$ cat src/rtl/uart_pkg.sv
// ---------------------------------------------------------------------------
// uart_pkg
//   Shared definitions for the UART transmit path: frame-sequencer state
//   encoding, default oversample and inter-frame gap, parity mode constants
//   and a parity helper.
// ---------------------------------------------------------------------------
package uart_pkg;

    localparam int OVERSAMPLE_DEFAULT = 16;
    localparam int GAP_CYCLES_DEFAULT = 2;

    // cfg_parity_odd encoding
    localparam logic PARITY_EVEN = 1'b0;
    localparam logic PARITY_ODD  = 1'b1;

    typedef enum logic [2:0] {
        IDLE   = 3'd0,
        START  = 3'd1,
        DATA   = 3'd2,
        PARITY = 3'd3,
        STOP1  = 3'd4,
        STOP2  = 3'd5
    } state_t;

    // Even parity is the XOR of the data bits; odd parity is its inverse.
    function automatic logic parity_bit(input logic [7:0] data, input logic odd);
        return (^data) ^ odd;
    endfunction

endpackage

$ cat src/rtl/uart_tx_sequencer.sv
// ---------------------------------------------------------------------------
// uart_tx_sequencer
//   Transmit controller for one UART TX lane. Accepts a byte on a
//   valid/ready handshake, enables and programs the external baud-rate
//   generator, counts its oversample ticks and serialises
//   start / 8 data (LSB first) / optional parity / 1 or 2 stop bits on txd.
//
// Ports
//   clk, rst          system clock, asynchronous active-high reset
//   cfg_div           baud divisor, sampled when a byte is accepted
//   cfg_parity_en     append a parity bit
//   cfg_parity_odd    1 = odd parity, 0 = even parity
//   cfg_stop2         1 = two stop bits
//   tx_valid/tx_data  byte offered by the host (held until tx_ready)
//   tx_ready          combinational: a byte would be accepted this cycle
//   tx_abort          drop the current frame, line returns to idle
//   baud_tick         oversample tick from the generator
//   baud_en           generator enable
//   baud_division     generator divisor
//   txd               serial line, idle high
//   busy              frame in progress
//   done              one-cycle pulse when the last stop bit completes
// ---------------------------------------------------------------------------
module uart_tx_sequencer
    import uart_pkg::*;
#(
    parameter int OVERSAMPLE = OVERSAMPLE_DEFAULT,
    parameter int GAP_CYCLES = GAP_CYCLES_DEFAULT
) (
    input  logic       clk,
    input  logic       rst,
    input  logic [7:0] cfg_div,
    input  logic       cfg_parity_en,
    input  logic       cfg_parity_odd,
    input  logic       cfg_stop2,
    input  logic       tx_valid,
    input  logic [7:0] tx_data,
    output logic       tx_ready,
    input  logic       tx_abort,
    input  logic       baud_tick,
    output logic       baud_en,
    output logic [7:0] baud_division,
    output logic       txd,
    output logic       busy,
    output logic       done
);

    localparam int TW = $clog2(OVERSAMPLE);
    localparam int GW = (GAP_CYCLES > 0) ? $clog2(GAP_CYCLES + 1) : 1;
    localparam logic [TW-1:0] TICK_LAST  = TW'(OVERSAMPLE - 1);
    localparam logic [GW-1:0] GAP_RELOAD = GW'(GAP_CYCLES);

    state_t        state;
    logic [TW-1:0] tick_cnt;
    logic [2:0]    bit_cnt;
    logic [GW-1:0] gap_cnt;
    logic [7:0]    shift;
    logic          lat_parity_en;
    logic          lat_parity_bit;
    logic          lat_stop2;

    // A zero divisor would leave the generator silent, so it is never taken.
    assign tx_ready = (state == IDLE) && (gap_cnt == '0) && (cfg_div != 8'd0);

    always_ff @(posedge clk or posedge rst) begin
        if (rst) begin
            state          <= IDLE;
            txd            <= 1'b1;
            baud_en        <= 1'b0;
            baud_division  <= 8'd0;
            busy           <= 1'b0;
            done           <= 1'b0;
            tick_cnt       <= '0;
            bit_cnt        <= '0;
            gap_cnt        <= GAP_RELOAD;
            shift          <= 8'd0;
            lat_parity_en  <= 1'b0;
            lat_parity_bit <= 1'b0;
            lat_stop2      <= 1'b0;
        end else begin
            done <= 1'b0;

            if (state == IDLE) begin
                // Gap countdown keeps baud_en low long enough for the
                // generator to see a clean enable edge on the next frame.
                if (gap_cnt != '0)
                    gap_cnt <= gap_cnt - 1'b1;

                if (tx_valid && tx_ready) begin
                    shift          <= tx_data;
                    lat_parity_en  <= cfg_parity_en;
                    lat_parity_bit <= parity_bit(tx_data, cfg_parity_odd);
                    lat_stop2      <= cfg_stop2;
                    baud_division  <= cfg_div;
                    baud_en        <= 1'b1;
                    busy           <= 1'b1;
                    txd            <= 1'b0;
                    state          <= START;
                    tick_cnt       <= '0;
                    bit_cnt        <= '0;
                end
            end else if (tx_abort) begin
                // Abort takes priority over any tick in the same cycle.
                state    <= IDLE;
                txd      <= 1'b1;
                baud_en  <= 1'b0;
                busy     <= 1'b0;
                gap_cnt  <= GAP_RELOAD;
                tick_cnt <= '0;
            end else if (baud_tick) begin
                if (tick_cnt != TICK_LAST) begin
                    tick_cnt <= tick_cnt + 1'b1;
                end else begin
                    // Last tick of the current bit: present the next bit now.
                    tick_cnt <= '0;
                    case (state)
                        START: begin
                            state   <= DATA;
                            bit_cnt <= '0;
                            txd     <= shift[0];
                        end
                        DATA: begin
                            if (bit_cnt == 3'd7) begin
                                if (lat_parity_en) begin
                                    state <= PARITY;
                                    txd   <= lat_parity_bit;
                                end else begin
                                    state <= STOP1;
                                    txd   <= 1'b1;
                                end
                            end else begin
                                bit_cnt <= bit_cnt + 1'b1;
                                shift   <= {1'b0, shift[7:1]};
                                txd     <= shift[1];
                            end
                        end
                        PARITY: begin
                            state <= STOP1;
                            txd   <= 1'b1;
                        end
                        STOP1: begin
                            if (lat_stop2) begin
                                state <= STOP2;
                                txd   <= 1'b1;
                            end else begin
                                state   <= IDLE;
                                txd     <= 1'b1;
                                baud_en <= 1'b0;
                                busy    <= 1'b0;
                                done    <= 1'b1;
                                gap_cnt <= GAP_RELOAD;
                            end
                        end
                        STOP2: begin
                            state   <= IDLE;
                            txd     <= 1'b1;
                            baud_en <= 1'b0;
                            busy    <= 1'b0;
                            done    <= 1'b1;
                            gap_cnt <= GAP_RELOAD;
                        end
                        default: begin
                            // Unused encodings fall back to a safe idle line.
                            state   <= IDLE;
                            txd     <= 1'b1;
                            baud_en <= 1'b0;
                            busy    <= 1'b0;
                            gap_cnt <= GAP_RELOAD;
                        end
                    endcase
                end
            end
        end
    end

endmodule

$ cat config.mk
export PLATFORM = sky130hd
export DESIGN_NAME = uart_tx_sequencer
export DESIGN_NICKNAME = d
export VERILOG_FILES = /design/src/rtl/uart_pkg.sv /design/src/rtl/uart_tx_sequencer.sv
export SDC_FILE = /design/constraint.sdc
export NUM_CORES = 1
export LEC_CHECK = 0
export CAP_MARGIN = 20
export CORE_MARGIN = 4
export CORE_UTILIZATION = 30
export DETAILED_ROUTE_END_ITERATION = 6
export HOLD_SLACK_MARGIN = 0.08
export SLEW_MARGIN = 20
export SYNTH_ARGS = -nofsm -noshare
export SYNTH_HDL_FRONTEND = slang
export SYNTH_SLANG_ARGS = --single-unit
export TNS_END_PERCENT = 50
$ cat constraint.sdc
create_clock -name clk -period 2.4 [get_ports clk]
set_input_delay 0.24 -clock clk [delete_from_list [all_inputs] [get_ports clk]]
set_output_delay 0.24 -clock clk [all_outputs]
set_load 0.02 [all_outputs]
**Yosys cells after proc, flatten, opt, wreduce, memory -nomap -nowiden**

Cells that the tools add are included.

- Register bits after elaboration: 34
- Input bits: 24
- Output and inout port bits: 13
- Logic and storage cells: 110

- $add $sub $neg: 3
- Eq/ne operators: 17
- Multiplexer cells: 56
- Bitwise logic cells: 1
- Reductions and logical operators: 21

Operators with widths:

| operator | number |
|---|---|
| $mux 8 | 7 |
| $mux 3 | 14 |
| $mux 4 | 5 |
| $mux 1 | 18 |
| $mux 2 | 6 |
| $ne 4x4->1 const B | 3 |
| $pmux 3 s4 | 1 |
| $reduce_and 6->1 | 2 |
| $reduce_and 5->1 | 2 |
| $eq 3x3->1 const B | 3 |
| $reduce_bool 8->1 | 1 |
| $reduce_xor 8->1 | 1 |
| $eq 3x2->1 const B | 2 |
| $ne 2x1->1 const B | 3 |
| $ne 3x3->1 const B | 2 |
| $pmux 1 s2 | 3 |
| $pmux 3 s2 | 1 |
| $reduce_bool 2->1 | 3 |
| $reduce_bool 3->1 | 2 |
| $add 4x1->4 const B | 1 |
| $ne 2x2->1 const B | 2 |
| $pmux 2 s2 | 1 |
| $reduce_and 2->1 | 2 |
| $reduce_and 4->1 | 1 |
| 10 further kinds | 12 |

**Logic depth before layout (Yosys ltp)**

Gate-level depths: netlist (run 1).

- Depth after elaboration: 7
- Mapped depth: 8
- Gate-level depth less buffers: 7

**Worst setup path after synthesis (run 1)**

Ideal clock, no wire load.

- Kind: register to register
- From: reg state[1]
- To: reg baud_division[1]
- Setup time: 0.125 ns
- Arrival: 1.863 ns
- Data required time: 2.275 ns
- Slack: 0.412 ns
- Cell stages (with the launch flop): 6
- Buffers on the path: 2
- Period minus slack after synthesis: 1.988 ns
- Path through: dfrtp_1 -> or3_1 -> buf_2 -> a211oi_4 -> buf_6 -> mux2_2

- Cells in the longest elaborated chain, start to end: 5

Ends and longest elaborated chain:

| what | line | text |
|---|---|---|
| start, declared | uart_tx_sequencer.sv:53 | `state_t state;` |
| start signal, assigned | uart_tx_sequencer.sv:67 | `state <= IDLE;` |
| start signal, assigned | uart_tx_sequencer.sv:98 | `state <= START;` |
| start signal, assigned | uart_tx_sequencer.sv:104 | `state <= IDLE;` |
| $logic_not 3->1 * | uart_tx_sequencer.sv:63, uart_tx_sequencer.sv:83 |  |
| $logic_and 1x1->1 (2 in series) | uart_tx_sequencer.sv:63 | `assign tx_ready = (state == IDLE) && (gap_cnt == '0) && (cfg_div != 8'd0);` |
| $logic_and 1x1->1 | uart_tx_sequencer.sv:89 | `if (tx_valid && tx_ready) begin` |
| $reduce_and 2->1 (no line) * | n/a |  |
| end signal, assigned | uart_tx_sequencer.sv:94 | `baud_division <= cfg_div;` |
| end, declared | uart_tx_sequencer.sv:42 | `output logic [7:0] baud_division,` |

Every way passes the cells marked *; elsewhere a longest branch is shown, timed or not.
A chain may end at the register's enable or synchronous reset.

**Worst setup path in the final report (run 1)**

- From: reg state[2]
- To: out tx_ready

- Cells in the longest elaborated chain, start to end: 3

Ends and longest elaborated chain:

| what | line | text |
|---|---|---|
| $logic_not 3->1 | uart_tx_sequencer.sv:63 |  |
| $logic_and 1x1->1 (2 in series) | uart_tx_sequencer.sv:63 |  |
| end, declared | uart_tx_sequencer.sv:38 | `output logic tx_ready,` |

Every way passes these cells.

==> results of run 1 <==
## worst paths after layout
path | depth (start not counted) | to | from
setup reg to reg | 4 | baud_division[3]$_DFFE_PP0P_ | state[2]$_DFFE_PP0P_
hold / removal | 3 | baud_division[5]$_DFFE_PP0P_ | rst
hold reg to reg | 2 | shift[4]$_DFFE_PP0P_ | shift[4]$_DFFE_PP0P_
setup / recovery | 3 | tx_ready | state[2]$_DFFE_PP0P_
min in group clk | 2 | shift[4]$_DFFE_PP0P_ | shift[4]$_DFFE_PP0P_
max in group asynchronous | 3 | txd$_DFFE_PP1P_ | rst
## placed cells by master (no fill, tap or decap), drive strengths merged, types with 3 or more instances in the layout
master	Yosys	layout
a21oi	10	10
a31oi	3	3
buf	5	12
clkbuf	5	7
clkdlybuf4s50	0	36
dfrtp	32	32
ha	4	4
inv	6	6
mux2	10	10
mux2i	8	8
nand2	19	19
nand3	6	6
nor2	7	7
nor3	3	3
o21ai	23	23
xnor2	6	6
## cells by family (layout without fill, tap and decap cells)
family / after synthesis / in the layout / synth area share
adders and majority gates: 4 / 4 / 0.0273
DFF: 34 / 34 / 0.465
buffers and inverters: 16 / 62 / 0.0443
AOI/OAI and AO/OA: 53 / 53 / 0.199
xor gates and xnor gates: 8 / 8 / 0.0382
and+or+nand+nor: 47 / 47 / 0.121
muxes: 18 / 18 / 0.105
## per-stage QoR
| step | instance area, sq um | worst slack [ns] | utilization | power [W] |
|---|---|---|---|---|
| after detailed placement | 2320 | 0.272 | 0.393 | 0.00209 |
| final | 2430 | 0.0943 | 0.411 | 0.00257 |
| after global placement | 2320 | 0.262 | 0.393 | 0.00208 |
| after CTS | 2430 | 0.0960 | 0.411 | 0.00261 |
| after floorplan | 1830 | 0.412 | - | 0.00167 |
| after global routing | 2430 | 0.0223 | 0.411 | 0.00277 |
## power groups by stage
stage / logic [W] / registers [W] / clock network, W
final: 0.00111 / 0.000951 / 0.000514
after global routing: 0.00122 / 0.000988 / 0.000562
after CTS: 0.00113 / 0.000955 / 0.000531
after detailed placement: 0.00112 / 0.000965 / 0
after global placement: 0.00111 / 0.000961 / 0
after floorplan: 0.000651 / 0.00102 / 0
## cell usage after synthesis
master      n
dfrtp_1    32
nand2_1    19
o21ai_0    15
a21oi_1    10
mux2_2      9
mux2i_1     8
nor2_1      7
inv_1       6
nand3_1     6
xnor2_1     6
clkbuf_1    5
ha_1        4
o21ai_1     4
o21ai_2     4
a31oi_1     3
nor3_1      3
a21o_1      2
a221oi_1    2
a22o_1      2
buf_2       2
buf_6       2
dfstp_2     2
nand2b_1    2
nand3b_1    2
nand4_1     2
nor4_1      2
o22a_1      2
o31ai_1     2
xor2_1      2
a2111oi_0   1
a211oi_4    1
a21boi_0    1
a2bb2oi_1   1
and3_1      1
buf_4       1
mux2_1      1
o211ai_1    1
o211ai_4    1
o21ba_2     1
or2_2       1
or3_1       1
or4_1       1
## flip-flops by register name (all words and copies together), names as in the netlist
signal          flops
lat_parity_en       1
gap_cnt             2
bit_cnt             3
baud_division       8
done                1
tick_cnt            4
busy                1
lat_parity_bit      1
state               3
txd                 1
lat_stop2           1
shift               8
## per-layer routing
| layer | vias up | track usage | routed length (microns) |
|---|---|---|---|
| met1 | 702 | 0.157 | 1820 |
| met3 | 6 | 0.0361 | 270 |
| met2 | 44 | 0.181 | 1880 |
| met4 | 0 | 0.0425 | 69 |
| li1 | 738 | - | - |
| met5 | - | 0 | 0 |
## critical path, delay by kind of cell, from the launching register on
family | cells | cell delay, ns
buf+inv | 1 | 0.61
simple gates | 2 | 0.67
flops | 1 | 0.49
## layout make-up
class                           instances  share of cell area
Sequential cell                        34               0.351
Clock buffer                            7              0.0314
Inverter                                6             0.00926
Clock inverter                          1              0.0124
Timing Repair Buffer                   48               0.185
Multi-Input combinational cell        130               0.372
Tap cell                               75              0.0386
==> qor.yml, run 1 <==
pwr:
  cellLeakagePower_nw: 1.04
  powerDensity_mw_per_mm2: 1060
  internal-power_w: 0.00167
  ir_drop_uv: 594
  combPwrFrac: 0.431
  sequentialPowerShare: 0.369
  p_switching_w: 0.000905
  p_clk_frac: 0.200
  p_sw_frac: 0.352
worst_setup_path:
  crit_path_start_kind: "flop"
  cpPeakStageDelay_ns: 0.61
  slowest_stage: "clkdlybuf4s50_1"
  worstPathArrival_ns: 2.07
  crit_type: "flop to output port"
  cp_max_fo: 11
  crit_chain: "nor3_2 > and3_1 > clkdlybuf4s50_1"
  cp-end-kind: "output port"
  r2r_setup_slack_ns: 0.39
  cp.required_ns: 2.16
sta:
  post-route-period-util: 0.961
  hold_viol_final: 0
  relSlewSlack: 0.693
  skew_ns: 0.00545
  rsz0062_at_grt: "no"
  fin_setup_tns_ns: 0
  whs_ns: 0.351
  fmax_mhz: 434
  slew_violations: 0
  setup_viol: 0
  min_period_ns: 2.31
  worst_pin_slew_ns: 0.449
clock_tree:
  clk_latency_ns: 0.29
  cts_buffers: 5
  clockBufferDepth: 2
  cts_setup_buffers: 0
  cts_resized: 0
  tritoncts: "built"
  cts-root-buf: "clkbuf_8"
  cts.sink_count: 34
  cts_hold_buf: 0
  path_clk_slew_ns: 0.07
  cts_htree_levels: 2
grt:
  grt_start_max_net_pins: 35
  grt-ovfl-total: 0
  grt_pass1_wl_microns: 6980
  track_usage: 0.118
  grt_pass1_vias: 1474
  antenna_found_initial: 0
detailed_routing:
  ant_nets: 0
  avgViaCountPerCell: 4.95
  vias: 1490
  first_pass_iters: 4
  drc: 0
  drt-total-wl_microns: 4040
  first_iter_violations: 61
  wl_per_cell_microns: 13.4
run:
  max_cap_viol_count: 0
yosys:
  synthDominantCellAreaShare: 0.437
  ys_seq_area_frac: 0.465
  yosysTopAreaCell: "dfrtp_1"
  syn_area_sq_mm: 0.00183
  syn-num-nets: 208
  ys_types: 42
  yosys-top-cells-area: "dfrtp_1, mux2_2, mux2i_1"
  ys_ff_latch: 34
  yosys_warnings: 0
  synthCells: 180
  syn_avg_cell_area_sq_um: 10.2
place:
  post-place-cells: 293
  gp_congestion: 0.804
  dp.final_hpwl_microns: 3040
  numPortBuffers: 36
floorplan:
  dieArea_sq_mm: 0.00743
  core_sq_mm: 0.00592
  row_count: 28
  io_pins: 37
  dieHeight_microns: 86.2
  start_util: 0.310
  die_x_microns: 86.2
final_layout:
  multiInputGateArea_sq_um: 905
  drive_gt1_frac: 0.168
  regArea_sq_um: 853
  areaGrowthSynthToFinish_pct: 32.5
  filler_cell_count: 584
  fin_cells: 301
  final_nets: 253
  diodes: 0
run_status:
  status: "completed"
min_path:
  hp-class: "primary input to asynchronous set/reset pin"
No activity file was read; power rests on OpenSTA's default activity.
==> inputs of run 2 (changes only) <==
==> constraint.sdc (replaced) <==
create_clock -name clk -period 1.95 [get_ports clk]
set_input_delay 0.195 -clock clk [delete_from_list [all_inputs] [get_ports clk]]
set_output_delay 0.195 -clock clk [all_outputs]
set_load 0.02 [all_outputs]
==> run 2 against run 1 <==
  * Total power up 27%
  * Combinational power grew 32%
  * Sequential power rose by 20%
  * Die area unchanged
  * Critical endpoint unchanged
  * Cell count grew 4.7%
  * Sequential share of layout area is 1.8 points lower
==> qor.yml, run 2 (synthesis gave the netlist of run 1 again) <==
worst_setup_path:
  cp-end-kind: "output port"
  worstPathArrival_ns: 1.67
  reg2reg_to: "shift[7]$_DFFE_PP0P_"
  cp.required_ns: 1.75
  r2r_setup_slack_ns: 0.09
  crit_path_start_kind: "primary input"
  r2r_cells: 6
  cp_max_fo: 2
  crit_type: "primary input to output port"
  timing.rr.start: "state[1]$_DFFE_PP0P_"
pwr:
  sequentialPowerShare: 0.350
  ir_drop_uv: 571
  p_total_w: 0.00327
  powerDensity_mw_per_mm2: 1270
  p_switching_w: 0.00115
  p_clk_frac: 0.199
  internal-power_w: 0.00212
  combPwrFrac: 0.451
  cellLeakagePower_nw: 1.12
  p_sw_frac: 0.351
place:
  dp.final_hpwl_microns: 3180
  numPortBuffers: 36
  dp_slack_ns: -0.169
  gp_congestion: 0.919
clock_tree:
  clockBufferDepth: 2
  cts_hold_buf: 0
  cts.sink_count: 34
  tritoncts: "built"
  cts-root-buf: "clkbuf_8"
  cts_htree_levels: 2
  cts_buffers: 5
  clk_latency_ns: 0.29
  path_clk_slew_ns: 0.07
detailed_routing:
  first_iter_violations: 98
  wl_per_cell_microns: 13.2
  vias: 1542
  avgViaCountPerCell: 4.90
  drc: 0
  first_pass_iters: 5
  ant_nets: 0
  drt-total-wl_microns: 4170
floorplan:
  io_pins: 37
  dieArea_sq_mm: 0.00743
  start_util: 0.310
  die_x_microns: 86.2
  core_sq_mm: 0.00592
  row_count: 28
  dieHeight_microns: 86.2
final_layout:
  reg_top3: "baud_division (8), shift (8), tick_cnt (4)"
  layout_common_cells: "clkdlybuf4s50_1, dfrtp_1, buf_4, nand2_1, o21ai_0"
  final_core_util: 0.434
  diodes: 0
  layout_commonest_cell: "clkdlybuf4s50_1"
  areaGrowthSynthToFinish_pct: 40.1
  final_nets: 267
  drive_gt1_frac: 0.238
sta:
  whs_ns: 0.302
  relSlewSlack: 0.703
  worst_pin_slew_ns: 0.445
  fmax_mhz: 535
  setup_ws_ns: 0.0815
  setup_viol: 0
  post-route-period-util: 0.958
  skew_ns: 0.00761
  slew_violations: 0
  rsz0062_at_grt: "no"
  fin_setup_tns_ns: 0
  min_period_ns: 1.87
  hold_viol_final: 0
grt:
  met3_usage: 0.0304
  antenna_found_initial: 0
  grt_start_max_net_pins: 35
  grt-ovfl-total: 0
  grt_pass1_wl_microns: 6940
  met1_usage: 0.158
  grt_pass1_vias: 1471
  track_usage: 0.119
  use_met2: 0.186
  busiest_layer: "met2"
run:
  max_cap_viol_count: 0
min_path:
  hp-class: "primary input to asynchronous set/reset pin"
run_status:
  status: "completed"
## run 2: worst max path at each step
| stage | end | startpoint |
|---|---|---|
| global placement | tx_ready | cfg_div[6] |
| finish | tx_ready | cfg_div[6] |
| detailed placement | tx_ready | cfg_div[2] |
| floorplan | baud_division[1]$_DFFE_PP0P_ | state[1]$_DFFE_PP0P_ |
| CTS | tx_ready | cfg_div[6] |
| global route | tx_ready | cfg_div[6] |
## run 2: final cells by class
| class | instances | area [sq um] |
|---|---|---|
| Clock inverter | 2 | 37.5 |
| Tap cell | 75 | 93.8 |
| Multi-Input combinational cell | 130 | 922 |
| Timing Repair Buffer | 62 | 567 |
| Sequential cell | 34 | 855 |
| Clock buffer | 6 | 72.6 |
| Fill cell | 576 | 3350 |
| Inverter | 6 | 22.5 |
## run 2: stage by stage
stage / area (sq um) / cells
3_5_place_dp: 2430 / 306
6_report: 2570 / 315
3_3_place_gp: 2430 / 306
2_1_floorplan: 1830 / 180
5_1_grt: 2570 / 315
4_1_cts: 2550 / 314
## run 2: per-layer routing
metal / wire length (microns) / vias to the layer above / part of all wire
met5: 0 / - / 0
met4: 78 / 0 / 0.019
met3: 200 / 7 / 0.048
met2: 2050 / 39 / 0.49
met1: 1840 / 730 / 0.44
li1: - / 766 / -
## run 2: worst max-delay path, stage by stage
cell             delay, ns
clkdlybuf4s50_1       0.45
nor4_2                0.30
buf_4                 0.16
nand2_1               0.07
and3_1                0.18
dlygate4sd2_1         0.32
## run 2: repair_timing
action                                  4_1_cts  5_1_grt
pin swaps                                     0        1
buffers inserted                              0        1
endpoints found under the setup margin        1       11
gates resized for setup                       2        3
## run 2: power groups by stage
stage | Clock, W | Combinational, W | Sequential [W]
after floorplan | 0 | 0.000802 | 0.00126
after global placement | 0 | 0.00146 | 0.00115
after detailed placement | 0 | 0.00148 | 0.00116
after CTS | 0.000673 | 0.00148 | 0.00115
after global routing | 0.000689 | 0.00163 | 0.00119
final | 0.000650 | 0.00147 | 0.00114
==> inputs of run 3 (changes only) <==
==> constraint.sdc (replaced) <==
create_clock -name clk -period 1.95 [get_ports clk]
set_input_delay 0.195 -clock clk [delete_from_list [all_inputs] [get_ports clk]]
set_output_delay 0.195 -clock clk [all_outputs]
set_load 0.01 [all_outputs]
==> run 3 against run 2 <==
  * Total power decreased by 7.9%
  * Via count is 1.8% lower
  * Cell area decreased by 2.7%
  * Non-clock buffer count decreased by 4
  * First-iteration DRC count down 14%
  * Combinational power down 9%
  * Critical path type is now flop to flop
==> qor.yml, run 3 (synthesis gave the netlist of run 1 again) <==
detailed_routing:
  first_iter_violations: 84
  first_pass_iters: 4
  drc: 0
  vias: 1515
  wl_per_cell_microns: 13.0
  drt-total-wl_microns: 4030
  avgViaCountPerCell: 4.89
  ant_nets: 0
worst_setup_path:
  r2r_cells: 4
  reg2reg_to: "baud_division[2]$_DFFE_PP0P_"
  worstPathArrival_ns: 2.02
  crit_path_start_kind: "flop"
  slowest_stage: "or3_4"
  timing.rr.start: "state[1]$_DFFE_PP0P_"
  cp_max_fo: 5
  cpPeakStageDelay_ns: 0.43
  crit_chain: "or3_4 > a211oi_4 > buf_4 > mux2_2"
  r2r_setup_slack_ns: 0.09
  path_buf_inv: 1
  crit_family: "simple AND/OR/NAND/NOR gates"
  cp.required_ns: 2.11
  cp-end-kind: "flop"
  crit_type: "flop to flop"
  worstSetupStartpoint: "state[1]$_DFFE_PP0P_"
  cp-endpoint: "baud_division[2]$_DFFE_PP0P_"
  cp.depth: 4
grt:
  antenna_found_initial: 0
  grt-ovfl-total: 0
  grt_pass1_vias: 1459
  grt_start_max_net_pins: 35
  grt_pass1_wl_microns: 6800
  track_usage: 0.115
final_layout:
  reg_top3: "baud_division (8), shift (8), tick_cnt (4)"
  layout_common_cells: "clkdlybuf4s50_1, dfrtp_1, buf_4, nand2_1, o21ai_0"
  layout_commonest_cell: "clkdlybuf4s50_1"
  diodes: 0
  fin_cells: 310
  final_nets: 263
  final_core_util: 0.422
  filler_cell_count: 596
  areaGrowthSynthToFinish_pct: 36.3
  drive_gt1_frac: 0.213
sta:
  skew_ns: 0.00612
  worst_pin_slew_ns: 0.467
  fin_setup_tns_ns: 0
  slew_violations: 0
  setup_ws_ns: 0.0866
  min_period_ns: 1.86
  hold_viol_final: 0
  rsz0062_at_grt: "no"
  relSlewSlack: 0.687
  post-route-period-util: 0.956
  setup_viol: 0
  fmax_mhz: 537
  whs_ns: 0.310
clock_tree:
  clockBufferDepth: 2
  clk_latency_ns: 0.28
  cts-root-buf: "clkbuf_8"
  cts.sink_count: 34
  cts_hold_buf: 0
  tritoncts: "built"
  cts_htree_levels: 2
  cts_buffers: 5
  path_clk_slew_ns: 0.07
pwr:
  cellLeakagePower_nw: 1.09
  ir_drop_uv: 617
  powerDensity_mw_per_mm2: 1200
floorplan:
  row_count: 28
  io_pins: 37
  start_util: 0.310
  dieArea_sq_mm: 0.00743
  core_sq_mm: 0.00592
  dieHeight_microns: 86.2
  die_x_microns: 86.2
place:
  gp_congestion: 0.916
  post-place-cells: 303
  dp.final_hpwl_microns: 3050
  dp_slack_ns: -0.134
  numPortBuffers: 36
run_status:
  status: "completed"
run:
  max_cap_viol_count: 0
min_path:
  hp-class: "primary input to asynchronous set/reset pin"
## run 3: where the power goes
part / internal [W] / leakage [nW] / switching (W)
Sequential: 0.000989 / 0.431 / 0.000158
Combinational: 0.000724 / 0.612 / 0.000620
Clock: 0.000280 / 0.0443 / 0.000239
## run 3: layer usage
| layer | global-route usage | part of all wire | vias up | wire [microns] |
|---|---|---|---|---|
| met5 | 0 | 0 | - | 0 |
| met4 | 0.0467 | 0.020 | 0 | 79 |
| met3 | 0.0295 | 0.048 | 8 | 193 |
| met2 | 0.173 | 0.46 | 43 | 1870 |
| met1 | 0.159 | 0.47 | 698 | 1890 |
| li1 | - | - | 766 | - |
## run 3: final cells by class
class / count / area (sq um) / area share
inverter: 6 / 22.5 / 0.00901
sequential: 34 / 853 / 0.341
multi-input combinational: 130 / 916 / 0.366
clock buffer: 7 / 86.3 / 0.0345
tap: 75 / 93.8 / 0.0375
timing repair buffer: 58 / 528 / 0.211
## run 3: what timing repair did
action / in CTS / in global routing
pin swaps: 1 / 1
setup buffers: 0 / 0
resized for setup: 2 / 2
hold endpoints to repair: 0 / 0
setup endpoints to repair: 1 / 3
## run 3: worst min-delay path: cells and delay by family
kind | cells | cell delay, ns
buf+inv | 3 | 0.83
## run 3: worst min-delay path by stage
| stage | from | to | slack (ns) | depth (start not counted) |
|---|---|---|---|---|
| 4_1_cts | rst | baud_division[7]$_DFFE_PP0P_ | 0.32 | 3 |
| 3_3_place_gp | shift[2]$_DFFE_PP0P_ | shift[2]$_DFFE_PP0P_ | 0.46 | 2 |
| 6_report | rst | baud_division[4]$_DFFE_PP0P_ | 0.31 | 3 |
| 3_5_place_dp | shift[2]$_DFFE_PP0P_ | shift[2]$_DFFE_PP0P_ | 0.46 | 2 |
| 5_1_grt | rst | baud_division[4]$_DFFE_PP0P_ | 0.38 | 3 |
| 2_1_floorplan | cfg_parity_en | lat_parity_en$_DFFE_PP0P_ | 0.31 | 2 |
## run 3: metrics by stage
stage               total power, W  area (sq um)
global route               0.00325          2500
detailed placement         0.00251          2400
global placement           0.00249          2400
CTS                        0.00304          2490
floorplan                  0.00197          1830
finish                     0.00301          2500
